==> config.mk <==
export PLATFORM = sky130hd
export DESIGN_NAME = ssd_decoder_flat
export DESIGN_NICKNAME = d
export VERILOG_FILES = /design/src/rtl/ssd_decoder_if.sv /design/src/rtl/ssd_decoder.sv /design/src/flat_wrapper.sv
export SDC_FILE = /design/constraint.sdc
export NUM_CORES = 1
export LEC_CHECK = 0
export BUFFER_PORTS_ARGS = -buffer_cell sky130_fd_sc_hd__clkbuf_2
export CAP_MARGIN = 20
export CORE_MARGIN = 2
export CORE_UTILIZATION = 55
export DETAILED_ROUTE_END_ITERATION = 8
export PLACE_DENSITY_LB_ADDON = 0.25
export SYNTH_ARGS = -nofsm -noshare
export SYNTH_HDL_FRONTEND = slang
export SYNTH_SLANG_ARGS = --single-unit
==> constraint.sdc <==
create_clock -name ssd_decoder_clk -period 2.8 [get_ports ssd_decoder_clk]
set_clock_uncertainty 0.2 [all_clocks]
set_input_delay 0.42 -clock ssd_decoder_clk [delete_from_list [all_inputs] [get_ports ssd_decoder_clk]]
set_output_delay 0.42 -clock ssd_decoder_clk [all_outputs]
set_load 0.02 [all_outputs]
==> src/rtl/ssd_decoder_if.sv <==
// Bus between a multiplexed seven-segment driver (master) and the decoder (slave).
interface ssd_decoder_if;
  logic [6:0] ssd_decoder_port_cc;
  logic [7:0] ssd_decoder_port_anode_control;
  logic [3:0] ssd_decoder_oport_display1;
  logic [3:0] ssd_decoder_oport_display2;
  logic [1:0] ssd_decoder_oport_valid;
  logic       ssd_decoder_oport_update;
  logic       ssd_decoder_oport_error;
  logic       ssd_decoder_oport_frame;

  modport master (
    output ssd_decoder_port_cc,
    output ssd_decoder_port_anode_control,
    input  ssd_decoder_oport_display1,
    input  ssd_decoder_oport_display2,
    input  ssd_decoder_oport_valid,
    input  ssd_decoder_oport_update,
    input  ssd_decoder_oport_error,
    input  ssd_decoder_oport_frame
  );

  modport slave (
    input  ssd_decoder_port_cc,
    input  ssd_decoder_port_anode_control,
    output ssd_decoder_oport_display1,
    output ssd_decoder_oport_display2,
    output ssd_decoder_oport_valid,
    output ssd_decoder_oport_update,
    output ssd_decoder_oport_error,
    output ssd_decoder_oport_frame
  );
endinterface

==> src/rtl/ssd_decoder.sv <==
// Recovers two hex digits from a multiplexed active-low seven-segment bus once a
// cathode/anode pattern has been stable for STABLE_CYCLES samples.
module ssd_decoder #(
  parameter int unsigned STABLE_CYCLES = 4
) (
  input logic          ssd_decoder_clk,
  input logic          ssd_decoder_reset_n,
  ssd_decoder_if.slave bus
);

  localparam logic [7:0] StableMax = 8'(STABLE_CYCLES);

  typedef enum logic [1:0] {ClsBlank, ClsDigit1, ClsDigit2, ClsIllegal} cls_e;

  logic [14:0] sample_q, sample_d;
  logic [7:0]  run_q, run_d;
  logic        pend_q, pend_d;
  logic [3:0]  disp1_q, disp1_d, disp2_q, disp2_d;
  logic [1:0]  valid_q, valid_d, seen_q, seen_d;
  logic        update_q, update_d, error_q, error_d, frame_q, frame_d;
  cls_e        cls;
  logic [1:0]  sel;
  logic [4:0]  dec;

  // Returns {legal, value} for an active-low {g,f,e,d,c,b,a} pattern.
  function automatic logic [4:0] seg_decode(input logic [6:0] cc);
    case (cc)
      7'h40:   seg_decode = 5'h10;
      7'h79:   seg_decode = 5'h11;
      7'h24:   seg_decode = 5'h12;
      7'h30:   seg_decode = 5'h13;
      7'h19:   seg_decode = 5'h14;
      7'h12:   seg_decode = 5'h15;
      7'h02:   seg_decode = 5'h16;
      7'h78:   seg_decode = 5'h17;
      7'h00:   seg_decode = 5'h18;
      7'h10:   seg_decode = 5'h19;
      7'h08:   seg_decode = 5'h1a;
      7'h03:   seg_decode = 5'h1b;
      7'h46:   seg_decode = 5'h1c;
      7'h21:   seg_decode = 5'h1d;
      7'h06:   seg_decode = 5'h1e;
      7'h0e:   seg_decode = 5'h1f;
      default: seg_decode = 5'h00;
    endcase
  endfunction

  always_comb begin
    sample_d = {bus.ssd_decoder_port_anode_control, bus.ssd_decoder_port_cc};
    if (sample_d != sample_q)   run_d = 8'd1;
    else if (run_q >= StableMax) run_d = run_q;
    else                        run_d = run_q + 8'd1;
    // Fire only on the edge the run first saturates; evaluation happens one edge later.
    pend_d = (run_d == StableMax) && (run_q != StableMax);

    case (sample_q[14:7])
      8'hff:   cls = ClsBlank;
      8'hfe:   cls = ClsDigit1;
      8'hfd:   cls = ClsDigit2;
      default: cls = ClsIllegal;
    endcase
    sel = (cls == ClsDigit1) ? 2'b01 : (cls == ClsDigit2) ? 2'b10 : 2'b00;
    dec = seg_decode(sample_q[6:0]);

    disp1_d  = disp1_q;
    disp2_d  = disp2_q;
    valid_d  = valid_q;
    seen_d   = seen_q;
    update_d = 1'b0;
    error_d  = 1'b0;
    frame_d  = 1'b0;

    if (pend_q) begin
      if (cls == ClsIllegal) begin
        error_d = 1'b1;
      end else if (sel != 2'b00) begin
        if (dec[4]) begin
          if (sel[0]) disp1_d = dec[3:0];
          else        disp2_d = dec[3:0];
          valid_d  = valid_q | sel;
          update_d = 1'b1;
          if ((seen_q | sel) == 2'b11) begin
            frame_d = 1'b1;
            seen_d  = 2'b00;
          end else begin
            seen_d = seen_q | sel;
          end
        end else begin
          error_d = 1'b1;
          valid_d = valid_q & ~sel;
        end
      end
    end
  end

  always_ff @(posedge ssd_decoder_clk) begin
    if (!ssd_decoder_reset_n) begin
      sample_q <= '1;
      run_q    <= '0;
      pend_q   <= 1'b0;
      disp1_q  <= '0;
      disp2_q  <= '0;
      valid_q  <= '0;
      seen_q   <= '0;
      update_q <= 1'b0;
      error_q  <= 1'b0;
      frame_q  <= 1'b0;
    end else begin
      sample_q <= sample_d;
      run_q    <= run_d;
      pend_q   <= pend_d;
      disp1_q  <= disp1_d;
      disp2_q  <= disp2_d;
      valid_q  <= valid_d;
      seen_q   <= seen_d;
      update_q <= update_d;
      error_q  <= error_d;
      frame_q  <= frame_d;
    end
  end

  assign bus.ssd_decoder_oport_display1 = disp1_q;
  assign bus.ssd_decoder_oport_display2 = disp2_q;
  assign bus.ssd_decoder_oport_valid    = valid_q;
  assign bus.ssd_decoder_oport_update   = update_q;
  assign bus.ssd_decoder_oport_error    = error_q;
  assign bus.ssd_decoder_oport_frame    = frame_q;

endmodule

==> src/flat_wrapper.sv <==
// flat-port wrapper written by rule: the top's interface ports become plain ports
module ssd_decoder_flat 
#(
  parameter int unsigned STABLE_CYCLES = 4
)
  (ssd_decoder_clk, ssd_decoder_reset_n, bus_ssd_decoder_port_cc, bus_ssd_decoder_port_anode_control, bus_ssd_decoder_oport_display1, bus_ssd_decoder_oport_display2, bus_ssd_decoder_oport_valid, bus_ssd_decoder_oport_update, bus_ssd_decoder_oport_error, bus_ssd_decoder_oport_frame);
  ssd_decoder_if bus_i ();
  input logic ssd_decoder_clk;
  input logic ssd_decoder_reset_n;
  input wire logic [$bits(bus_i.ssd_decoder_port_cc)-1:0] bus_ssd_decoder_port_cc;
  input wire logic [$bits(bus_i.ssd_decoder_port_anode_control)-1:0] bus_ssd_decoder_port_anode_control;
  output wire logic [$bits(bus_i.ssd_decoder_oport_display1)-1:0] bus_ssd_decoder_oport_display1;
  output wire logic [$bits(bus_i.ssd_decoder_oport_display2)-1:0] bus_ssd_decoder_oport_display2;
  output wire logic [$bits(bus_i.ssd_decoder_oport_valid)-1:0] bus_ssd_decoder_oport_valid;
  output wire logic [$bits(bus_i.ssd_decoder_oport_update)-1:0] bus_ssd_decoder_oport_update;
  output wire logic [$bits(bus_i.ssd_decoder_oport_error)-1:0] bus_ssd_decoder_oport_error;
  output wire logic [$bits(bus_i.ssd_decoder_oport_frame)-1:0] bus_ssd_decoder_oport_frame;
  assign bus_i.ssd_decoder_port_cc = bus_ssd_decoder_port_cc;
  assign bus_i.ssd_decoder_port_anode_control = bus_ssd_decoder_port_anode_control;
  assign bus_ssd_decoder_oport_display1 = bus_i.ssd_decoder_oport_display1;
  assign bus_ssd_decoder_oport_display2 = bus_i.ssd_decoder_oport_display2;
  assign bus_ssd_decoder_oport_valid = bus_i.ssd_decoder_oport_valid;
  assign bus_ssd_decoder_oport_update = bus_i.ssd_decoder_oport_update;
  assign bus_ssd_decoder_oport_error = bus_i.ssd_decoder_oport_error;
  assign bus_ssd_decoder_oport_frame = bus_i.ssd_decoder_oport_frame;
  ssd_decoder #(.STABLE_CYCLES(STABLE_CYCLES)) u_core (.ssd_decoder_clk(ssd_decoder_clk), .ssd_decoder_reset_n(ssd_decoder_reset_n), .bus(bus_i));
endmodule
# After elaboration in Yosys (flattened, before gate mapping)

Index checks and enable logic that the tools add are counted.

Register bits: 39
Word-level logic and storage cells: 70

Bitwise gates (word level): 10
Add/sub/neg operators: 1
Equality and inequality tests: 25
Magnitude comparators: 1
Reductions and logical operators: 10
Multiplexer cells: 13

Operators by type and width:

| cell                                                 | count |
|---|---|
| one-hot mux 5 bit (16 select lines)                  | 1 |
| == test 7 bit (second input constant)                | 4 |
| == test 8 bit (second input constant)                | 3 |
| == test 7 x 5 -> 1 bit (second input constant)       | 3 |
| == test 7 x 6 -> 1 bit (second input constant)       | 3 |
| two-way mux 8 bit                                    | 2 |
| != test 15 bit                                       | 1 |
| == test 7 x 2 -> 1 bit (second input constant)       | 2 |
| == test 7 x 4 -> 1 bit (second input constant)       | 2 |
| AND reduction 5 bit                                  | 2 |
| adder 8 x 1 -> 8 bit (second input constant)         | 1 |
| == test 8 x 3 -> 1 bit (second input constant)       | 1 |
| >= comparator 8 x 3 -> 1 bit (second input constant) | 1 |
| two-way mux 2 bit                                    | 4 |
| != test 8 x 3 -> 1 bit (second input constant)       | 1 |
| == test 7 x 3 -> 1 bit (second input constant)       | 1 |
| zero test 7 bit                                      | 1 |
| == test 2 bit (second input constant)                | 3 |
| NOT 1 bit                                            | 6 |
| one-hot mux 2 bit (3 select lines)                   | 1 |
| two-way mux 1 bit                                    | 5 |
| OR reduction 5 bit                                   | 1 |
| bitwise OR 2 bit                                     | 2 |
| AND reduction 4 bit                                  | 1 |
| 8 further kinds                                      | 8 |

# Depth between registers and ports, before layout

Gate-level depths: netlist of run 1.

Word-level depth: 8
Gate-level depth with buffers: 11
Depth with buffers taken out: 10

# Worst setup path before layout of run 1

OpenSTA, ideal clock, no wires.

Path kind: reg-to-reg
From: reg u_core.sample_q[12]
To: reg u_core.disp1_q[1], in the netlist u_core.bus.ssd_decoder_oport_display1[1]
Clock period less this slack: 2.356 ns
Buffers on the path: 1
Cell stages (with the launch flop): 11
Data required time: 2.528 ns
Setup slack: 0.444 ns
Library setup time: 0.072 ns
Arrival: 2.084 ns
Cells stage by stage: dfxtp_1 nand4_1 nor2_1 nand2_1 or2_2 ha_1 and3_1 clkbuf_1 nand2_1 and2b_4 mux2i_1

Cells in the longest elaborated chain, start to end: 7

RTL lines:

| what                                   | RTL line           | text |
|---|---|---|
| from (decl)                            | ssd_decoder.sv:15  | `logic [14:0] sample_q, sample_d;` |
| from (signal assigned)                 | ssd_decoder.sv:109 | `sample_q <= sample_d;` |
| == test 8 bit                          | ssd_decoder.sv:56  | `case (sample_q[14:7])` |
| one-hot mux 2 bit (3 select lines) *   | ssd_decoder.sv:56  |  |
| == test 2 bit                          | ssd_decoder.sv:62  | `sel = (cls == ClsDigit1) ? 2'b01 : (cls == ClsDigit2) ? 2'b10 : 2'b00;` |
| two-way mux 2 bit (2 in a row)         | ssd_decoder.sv:62  |  |
| nonzero test 2 bit                     | ssd_decoder.sv:76  | `end else if (sel != 2'b00) begin` |
| AND reduction 5 bit (no source line) * | --                 |  |
| to (signal assigned)                   | ssd_decoder.sv:112 | `disp1_q <= disp1_d;` |
| to (decl)                              | ssd_decoder.sv:18  | `logic [3:0] disp1_q, disp1_d, disp2_q, disp2_d;` |

Mark *: on every way between the ends. The rest lies on a longest branch, timed or not.
A chain may end at the register's enable or synchronous reset.

# Worst setup path after layout of run 1

From: reg u_core.sample_q[11]
To: reg u_core.disp1_q[1], in the netlist u_core.bus.ssd_decoder_oport_display1[1]

Same word-level chain as after synthesis.

==> results of run 1 <==
==> synth_stat cells, types with 2 or more instances <==
cell type / n / share of area (%)
and3_1: 3 / 0.96
nand4bb_1: 2 / 1.1
xnor2_1: 12 / 5.4
o221a_1: 2 / 1.1
clkbuf_1: 3 / 0.57
buf_6: 2 / 1.1
nor4b_1: 2 / 0.89
dfxtp_1: 39 / 40
mux2i_1: 6 / 3.1
a21boi_0: 2 / 0.77
o21ai_1: 3 / 0.77
buf_4: 3 / 1.1
a31oi_1: 4 / 1.3
nand4_1: 8 / 2.6
nor2_1: 14 / 2.7
nor4_1: 3 / 0.96
a21oi_1: 3 / 0.77
or2b_1: 2 / 0.77
ha_1: 5 / 3.2
and2_1: 5 / 1.6
or4b_1: 2 / 1.0
xor2_1: 4 / 1.8
nor3_1: 4 / 1.0
or2_2: 2 / 0.64
nor3b_1: 2 / 0.77
nand2_1: 16 / 3.1
inv_1: 7 / 1.3
nand2b_1: 16 / 5.1
o21ai_0: 7 / 1.8
buf_2: 3 / 0.77
==> stage by stage <==
stage               power, mW  setup slack, ps  area, µm²
finish                  0.998              376       2170
detailed placement      0.687              340       2100
global route             1.05             79.1       2170
floorplan               0.662              444       1960
CTS                      1.01              304       2170
global placement        0.684              420       2100
==> layer usage <==
layer | global-route usage (%) | wire (µm) | vias to the layer above
met4 | 8.42 | 60 | 0
li1 | - | - | 801
met5 | 0 | 0 | -
met1 | 25.3 | 1730 | 672
met2 | 31.7 | 1500 | 39
met3 | 5.36 | 200 | 5
==> how the worst min path moves through the flow <==
stage / startpoint / endpoint / slack (ps) / cells past startpoint
2_1_floorplan: u_core.run_q[5] / u_core.run_q[5] / 230 / 1
3_3_place_gp: u_core.bus.ssd_decoder_oport_display2[3] / u_core.bus.ssd_decoder_oport_display2[3] / 240 / 2
3_5_place_dp: u_core.bus.ssd_decoder_oport_display2[3] / u_core.bus.ssd_decoder_oport_display2[3] / 240 / 2
4_1_cts: bus_ssd_decoder_port_cc[2] / u_core.sample_q[2] / 60 / 2
5_1_grt: bus_ssd_decoder_port_anode_control[0] / u_core.sample_q[7] / 60 / 2
6_report: bus_ssd_decoder_port_cc[2] / u_core.sample_q[2] / 70 / 2
==> report_power, final <==
part	leakage [nW]	switching, mW	internal (mW)
combinational	0.534	0.0382	0.0429
sequential	0.319	0.0260	0.567
clock	0.0375	0.178	0.147
total	0.890	0.242	0.756
==> placed cells by master (no fill, tap or decap), types with 2 or more instances in the layout <==
cell / count
dfxtp_1: 39
clkbuf_2: 29
nand2_1: 16
nand2b_1: 16
nor2_1: 14
xnor2_1: 12
nand4_1: 8
inv_1: 7
o21ai_0: 7
mux2i_1: 6
and2_1: 5
ha_1: 5
clkbuf_4: 5
nor3_1: 4
xor2_1: 4
a31oi_1: 4
nor4_1: 3
a21oi_1: 3
o21ai_1: 3
or2_2: 2
a21boi_0: 2
nand4bb_1: 2
or4b_1: 2
nor3b_1: 2
nor4b_1: 2
or2b_1: 2
and3_1: 2
o221a_1: 2
clkbuf_8: 2
==> worst max-delay path: stages, from the launching register on <==
cell     delay [ps]
dfxtp_1         370
nand4_1         140
nor2_1          140
nand2_1          60
or2_2           300
ha_1            300
and3_2          260
nand2_1         120
and2b_4         290
mux2i_1         180
==> sequential cells by signal, indices dropped and copies added, names as in the netlist, named ones only <==
signal and flops:
u_core.bus.ssd_decoder_oport_frame 1, u_core.bus.ssd_decoder_oport_display1 4, u_core.pend_q 1, u_core.run_q 8, u_core.bus.ssd_decoder_oport_display2 4, u_core.sample_q 15, u_core.bus.ssd_decoder_oport_error 1, u_core.seen_q 2
u_core.bus.ssd_decoder_oport_update 1
==> layout make-up <==
class,instances,area share (%)
clock inverters,1,0.346
multi-input cells,156,49.8
well taps,46,2.65
flip-flops and latches,39,36.0
clock buffers,7,3.00
inverters,7,1.21
repair buffers,30,7.04
==> kinds of logic after synthesis <==
group                    after synthesis  share of synthesized area [%]
buffers and inverters                 19                           5.17
multiplexers                           6                           3.06
XOR/XNOR                              16                           7.15
AO/OA/AOI/OAI                         34                           12.3
AND/OR/NAND/NOR                       95                           29.3
flip-flops                            39                           39.8
adder cells (fa/ha/maj)                5                           3.19
==> flow_summary.ini, run 1 <==
[floorplan]
rows = 21
die_w_um = 63.7
start_util_pct = 57.8
die_area_mm2 = 0.00406
pin_count = 30
die_h_um = 63.7
coreArea_mm2 = 0.00339

[clocking]
postCtsSetupBuffers = 0
cts_tree = built
cts_resized = 0
holdBufCountCts = 0
clock_path_buffers = 2
numCtsBuffers = 5
root_buffer = clkbuf_4
cts_max_level = 2
clk_pin_slew_ps = 110
clock_sink_count = 39
clkLatencyLatePin_ps = 350

[route]
first_pass_iters = 4
viasPerCell = 5.30
drt-total-wl_um = 3490
routedWlPerCell_um = 12.2
drc = 0
route.vias.total = 1517
drtIter0Drc = 103
ant_nets = 0

[timing]
drv_slew = 0
tns_ps = 0
slew_headroom_pct = 63.8
hold-worst-slack_ps = 69.6
period_minus_slack_ps = 2420
rsz0062_at_grt = no
finalSetupViolCount = 0
timing_hold_violations_final = 0
fin_crit_sh_pct = 86.6
worst_slew_pin_slew_ps = 538
max_freq_ghz = 0.413

[cells_and_area]
fillers = 285
multi_input_area_mm2 = 0.00108
area_delta_synth_final_pct = 10.7
drive_above_1_share_pct = 20.4
nNetsFinal = 261
final_util_pct = 64.0
layoutNonFillerInstCount = 286
final-seq-area_um2 = 781
antenna_cells = 0

[yosys]
synth_edf_count = 0
syn-instance-count = 214
seq_area_frac_synth_pct = 39.8
syn_area_mm2 = 0.00196
synth.avg_cell_area_um2 = 9.16
synth_flop_cell = dfxtp_1
synth_seq_cells = 39
async_reset_ff_share_pct = 0
yosys.cell_types.count = 58
ys_warn_count = 0
syn-num-nets = 236

[placement]
placed_cells = 278
place_hpwl_um = 2570
port_buffers = 29
finalWeightedCongestion = 0.834

[worst_setup_path]
rrSetupSlack_ps = 380
crit_path_start_kind = flip-flop
crit_path_end_kind = flip-flop
cp_max_fo = 8
timing.rr.start = u_core.sample_q[11]
arrival_ps = 2510
r2r.worst_path.cells = 9
crit_start = u_core.sample_q[11]
required_ps = 2880
cp-endpoint = u_core.bus.ssd_decoder_oport_display1[1]
timing.rr.end = u_core.bus.ssd_decoder_oport_display1[1]
path_class = flip-flop to flip-flop

[min_path]
hp-class = primary input to flip-flop

[power_and_ir_drop]
vdd_drop_max_uv = 379
p_leak_nw = 0.890
power_density_mw_per_mm2 = 460

[grt]
grt_pass1_wl_um = 6300
antenna_found_initial = 0
grt_max_degree = 31
grt.total_usage_pct = 19.9
gr-total-overflow = 0
grt_pass1_vias = 1501

[run_status]
status = finished, final reports clean

[flow_run]
maxCapViolCount = 0
No activity file was read; power rests on OpenSTA's default activity.
==> inputs of run 2 (changes only) <==
CORE_MARGIN = default   (was 2)
==> run 2 against run 1 <==
Effect of this change:
- die area is 6.2% lower
- non-clock buffer count is 2 higher
- clock power is 15% lower
- wire length is 1.5% lower
- sequential power hardly changed
- worst setup slack worse by 65 ps
- combinational power is 2.8% higher
- total power is 4.9% lower
- count of clock-buffer cells in the layout is 1 lower
- register-to-register slack worse by 70 ps
==> flow_summary.ini, run 2 (synthesis gave the netlist of run 1 again) <==
[run_status]
status = finished, final reports clean

[grt]
grt_use_met1_pct = 29.1
grt.total_usage_pct = 20.7
gr-total-overflow = 0
grt_pass1_vias = 1313
grt_busiest_layer = met2
met2_usage_pct = 30.6
grt_pass1_wl_um = 5780
antenna_found_initial = 0
grt_max_degree = 31
use_met3_pct = 6.21

[clocking]
root_buffer = clkbuf_4
clock_path_buffers = 2
numCtsBuffers = 5
clock_sink_count = 39
cts_max_level = 2
cts_resized = 0
cts_tree = built
postCtsSetupBuffers = 0
clk_pin_slew_ps = 110
holdBufCountCts = 0
clkLatencyLatePin_ps = 330

[worst_setup_path]
rrSetupSlack_ps = 310
crit_path_end_kind = flip-flop
required_ps = 2870
cp-endpoint = u_core.bus.ssd_decoder_oport_display1[1]
r2r.worst_path.cells = 10
arrival_ps = 2560
crit_path_start_kind = flip-flop
cp_max_fo = 8
timing.rr.end = u_core.bus.ssd_decoder_oport_display1[1]
timing.rr.start = u_core.sample_q[9]
path_class = flip-flop to flip-flop
crit_start = u_core.sample_q[9]

[timing]
rsz0062_at_grt = no
max_freq_ghz = 0.402
tns_ps = 0
worst_slew_pin_slew_ps = 557
finalSetupViolCount = 0
fin_crit_sh_pct = 88.9
timing_hold_violations_final = 0
drv_slew = 0
period_minus_slack_ps = 2490
slew_headroom_pct = 62.6

[route]
drc = 0
routedWlPerCell_um = 11.9
route.vias.total = 1517
viasPerCell = 5.27
drtIter0Drc = 94
drt-total-wl_um = 3440
first_pass_iters = 4
ant_nets = 0

[min_path]
hp-class = primary input to flip-flop

[power_and_ir_drop]
seq_power_share_pct = 62.4
p_int_mw = 0.709
p_leak_nw = 0.891
power_switching_mw = 0.241
p_comb_share_pct = 8.8
clock_power_share_pct = 28.8
vdd_drop_max_uv = 302
finalPower_mw = 0.949
power_density_mw_per_mm2 = 439
netSwitchingFraction_pct = 25.4

[cells_and_area]
final_common_cell = dfxtp_1
final_util_pct = 64.4
largest_reg_flops = 15
reg.largest.list = u_core.sample_q (15), u_core.run_q (8)
nNetsFinal = 263
area_delta_synth_final_pct = 10.4
top_register = u_core.sample_q
antenna_cells = 0
final_cell_area_mm2 = 0.00216
layoutNonFillerInstCount = 288
layout_common_cells = dfxtp_1 (39), clkbuf_2 (29), nand2_1 (16), nand2b_1 (16), nor2_1 (14)
drive_above_1_share_pct = 20.2

[placement]
port_buffers = 29
finalWeightedCongestion = 0.817
dpl-instance-area_mm2 = 0.00211
placed_cells = 280
place_hpwl_um = 2530

[floorplan]
rows = 21
start_util_pct = 58.3
coreArea_mm2 = 0.00336
die_w_um = 61.7
pin_count = 30
die_h_um = 61.7
die_area_mm2 = 0.00381

[flow_run]
maxCapViolCount = 0
run 2: cell types whose count changed in the layout (fill, tap and decap cells not counted), sizes merged:
cell    delta
buf        +2
clkbuf     -1
clkinv     +1
run 2: worst min path at each step:
stage,from,end,depth (start not counted)
6_report,bus_ssd_decoder_port_anode_control[7],u_core.sample_q[14],2
5_1_grt,bus_ssd_decoder_port_anode_control[0],u_core.sample_q[7],2
4_1_cts,bus_ssd_decoder_port_cc[5],u_core.sample_q[5],2
3_5_place_dp,u_core.run_q[7],u_core.run_q[7],1
3_3_place_gp,u_core.bus.ssd_decoder_oport_display2[3],u_core.bus.ssd_decoder_oport_display2[3],2
2_1_floorplan,u_core.run_q[5],u_core.run_q[5],1
run 2: layer usage:
metal	share of wire [%]	wire length, µm
met1	52	1790
met2	42	1460
met3	4.3	149
met4	1.3	44
met5	0	0
run 2: per-stage QoR:
stage | hold WS (ps) | worst slack [ps]
after floorplan | 231 | 444
after CTS | 74.4 | 312
after global placement | 237 | 421
after detailed placement | 246 | 328
after global routing | 76.4 | 27.8
final | 83.1 | 311
run 2: power by group through the flow:
stage | combinational [mW] | clock [mW] | sequential, mW
finish | 0.0834 | 0.274 | 0.592
global placement | 0.0830 | 0 | 0.604
floorplan | 0.0729 | 0 | 0.589
CTS | 0.0841 | 0.285 | 0.592
global route | 0.0940 | 0.313 | 0.597
detailed placement | 0.0837 | 0 | 0.604
run 2: critical path: stages, from the launching register on:
cell     delay (ps)
dfxtp_1         370
nand4_1         110
nor2_1          140
nand2_1          60
or2_2           310
ha_1            190
o21ai_0          80
and3_1          350
nand2_1         150
and2b_4         300
mux2i_1         180
run 2: final cells by class:
class	count	area (µm²)
Sequential cell	39	781
Multi-Input combinational cell	156	1080
Tap cell	46	57.6
Timing Repair Buffer	32	168
Fill cell	309	1200
Inverter	7	26.3
Clock buffer	6	41.3
Clock inverter	2	12.5
==> inputs of run 3 (changes only) <==
CORE_UTILIZATION = 56   (was 55)
==> run 3 against run 2 <==
Effect of this change:
- non-clock buffer count is 2 lower
- wire length is 0.12% higher
- first-iteration DRC count is 24% lower
- total power is 10% higher
- worst hold slack worse by 14 ps
- flip-flop and latch count stayed put
- global-route usage is 0.34 points higher
- count of clock-buffer cells in the layout is 1 lower
==> flow_summary.ini, run 3 (synthesis gave the netlist of run 1 again) <==
[run_status]
status = finished, final reports clean

[placement]
finalWeightedCongestion = 0.806
port_buffers = 29
place_hpwl_um = 2540
dpl-instance-area_mm2 = 0.00210

[route]
route.vias.total = 1548
drt-total-wl_um = 3440
drc = 0
wl_met1_um = 1700
wl_met3_um = 185
top_layer = met4
drtIter0Drc = 71
viasPerCell = 5.41
first_pass_iters = 4
ant_nets = 0
routedWlPerCell_um = 12.0
wl_met2_um = 1500

[clocking]
clock_path_buffers = 2
clock_sink_count = 39
cts_resized = 0
cts_tree = built
postCtsSetupBuffers = 0
cts_max_level = 2
root_buffer = clkbuf_4
clkLatencyLatePin_ps = 350
numCtsBuffers = 5
holdBufCountCts = 0
clk_pin_slew_ps = 120

[timing]
max_freq_ghz = 0.405
drv_slew = 0
worst_slew_pin_slew_ps = 522
period_minus_slack_ps = 2470
fin_crit_sh_pct = 88.1
timing_hold_violations_final = 0
tns_ps = 0
slew_headroom_pct = 65.1
rsz0062_at_grt = no
finalSetupViolCount = 0

[grt]
grt_pass1_vias = 1345
grt_max_degree = 31
grt_pass1_wl_um = 5720
gr-total-overflow = 0
antenna_found_initial = 0
grt.total_usage_pct = 21.1

[min_path]
hp-class = primary input to flip-flop

[power_and_ir_drop]
power_density_mw_per_mm2 = 481
p_comb_share_pct = 7.8
power_switching_mw = 0.250
seq_power_share_pct = 56.6
clock_power_share_pct = 35.7
p_leak_nw = 0.898
p_int_mw = 0.798
vdd_drop_max_uv = 360
netSwitchingFraction_pct = 23.9

[worst_setup_path]
cp_max_fo = 8
required_ps = 2890
path_class = flip-flop to flip-flop
crit_path_start_kind = flip-flop
crit_path_end_kind = flip-flop
arrival_ps = 2560

[floorplan]
start_util_pct = 58.8
die_h_um = 61.2
die_area_mm2 = 0.00374
coreArea_mm2 = 0.00334
rows = 21
die_w_um = 61.2
pin_count = 30

[cells_and_area]
top_register = u_core.sample_q
nNetsFinal = 261
final_cell_area_mm2 = 0.00218
reg.largest.list = u_core.sample_q (15), u_core.run_q (8)
largest_reg_flops = 15
antenna_cells = 0
area_delta_synth_final_pct = 11.0
final_common_cell = dfxtp_1
drive_above_1_share_pct = 20.0
layout_common_cells = dfxtp_1 (39), clkbuf_2 (29), nand2_1 (16), nand2b_1 (16), nor2_1 (14)

[flow_run]
maxCapViolCount = 0
## run 3: cell count changes in the layout (fill, tap and decap cells not counted), sizes merged
cell / change
clkinvlp: -1
clkbuf: -1
clkinv: +1
bufinv: +1
buf: -2
## run 3: layout make-up
class,instances,area [µm²]
fill,300,1160
multi-input combinational,156,1080
sequential,39,781
timing repair buffer,30,153
tap,46,57.6
clock inverter,3,43.8
clock buffer,5,37.5
inverter,7,26.3
## run 3: worst max-delay path, stage by stage, from the launching register on
cell and delay (ps):
dfxtp_1 360, nand4_1 130, nor2_1 140, nand2_1 60
or2_2 300, ha_1 180, o21ai_0 90, and3_1 320
nand2_1 140, and2b_4 300, mux2i_1 170
## run 3: power by group through the flow
stage | combinational [mW] | sequential, mW | clock [mW]
global placement | 0.0797 | 0.605 | 0
detailed placement | 0.0817 | 0.605 | 0
finish | 0.0813 | 0.593 | 0.374
CTS | 0.0821 | 0.592 | 0.385
global route | 0.0920 | 0.597 | 0.413
floorplan | 0.0729 | 0.589 | 0
## run 3: path summary, 6_finish.rpt
| check | from | to | cells after the start | slack [ps] |
|---|---|---|---|---|
| setup / recovery | u_core.sample_q[12] | u_core.bus.ssd_decoder_oport_display1[0] | 10 | 330 |
| hold / removal | bus_ssd_decoder_port_anode_control[2] | u_core.sample_q[9] | 2 | 70 |
| setup reg to reg | u_core.sample_q[12] | u_core.bus.ssd_decoder_oport_display1[0] | 10 | 330 |
| hold reg to reg | u_core.bus.ssd_decoder_oport_display2[0] | u_core.bus.ssd_decoder_oport_display2[0] | 2 | 260 |
## run 3: per-stage QoR
step	hold WS [ps]	util, %	cells	total power, mW	setup slack, ps
after floorplan	231	-	214	0.662	444
after global placement	240	62.8	278	0.684	421
after detailed placement	245	62.8	278	0.687	359
after CTS	57.9	65.2	286	1.06	325
after global routing	62.4	65.2	286	1.10	61.4
final	69.6	65.2	286	1.05	333
## run 3: per-layer routing
layer,global-route usage [%],up-vias
met3,6.51,5
met2,33.5,46
met4,9.09,0
met5,0,-
met1,26.4,695
li1,-,802
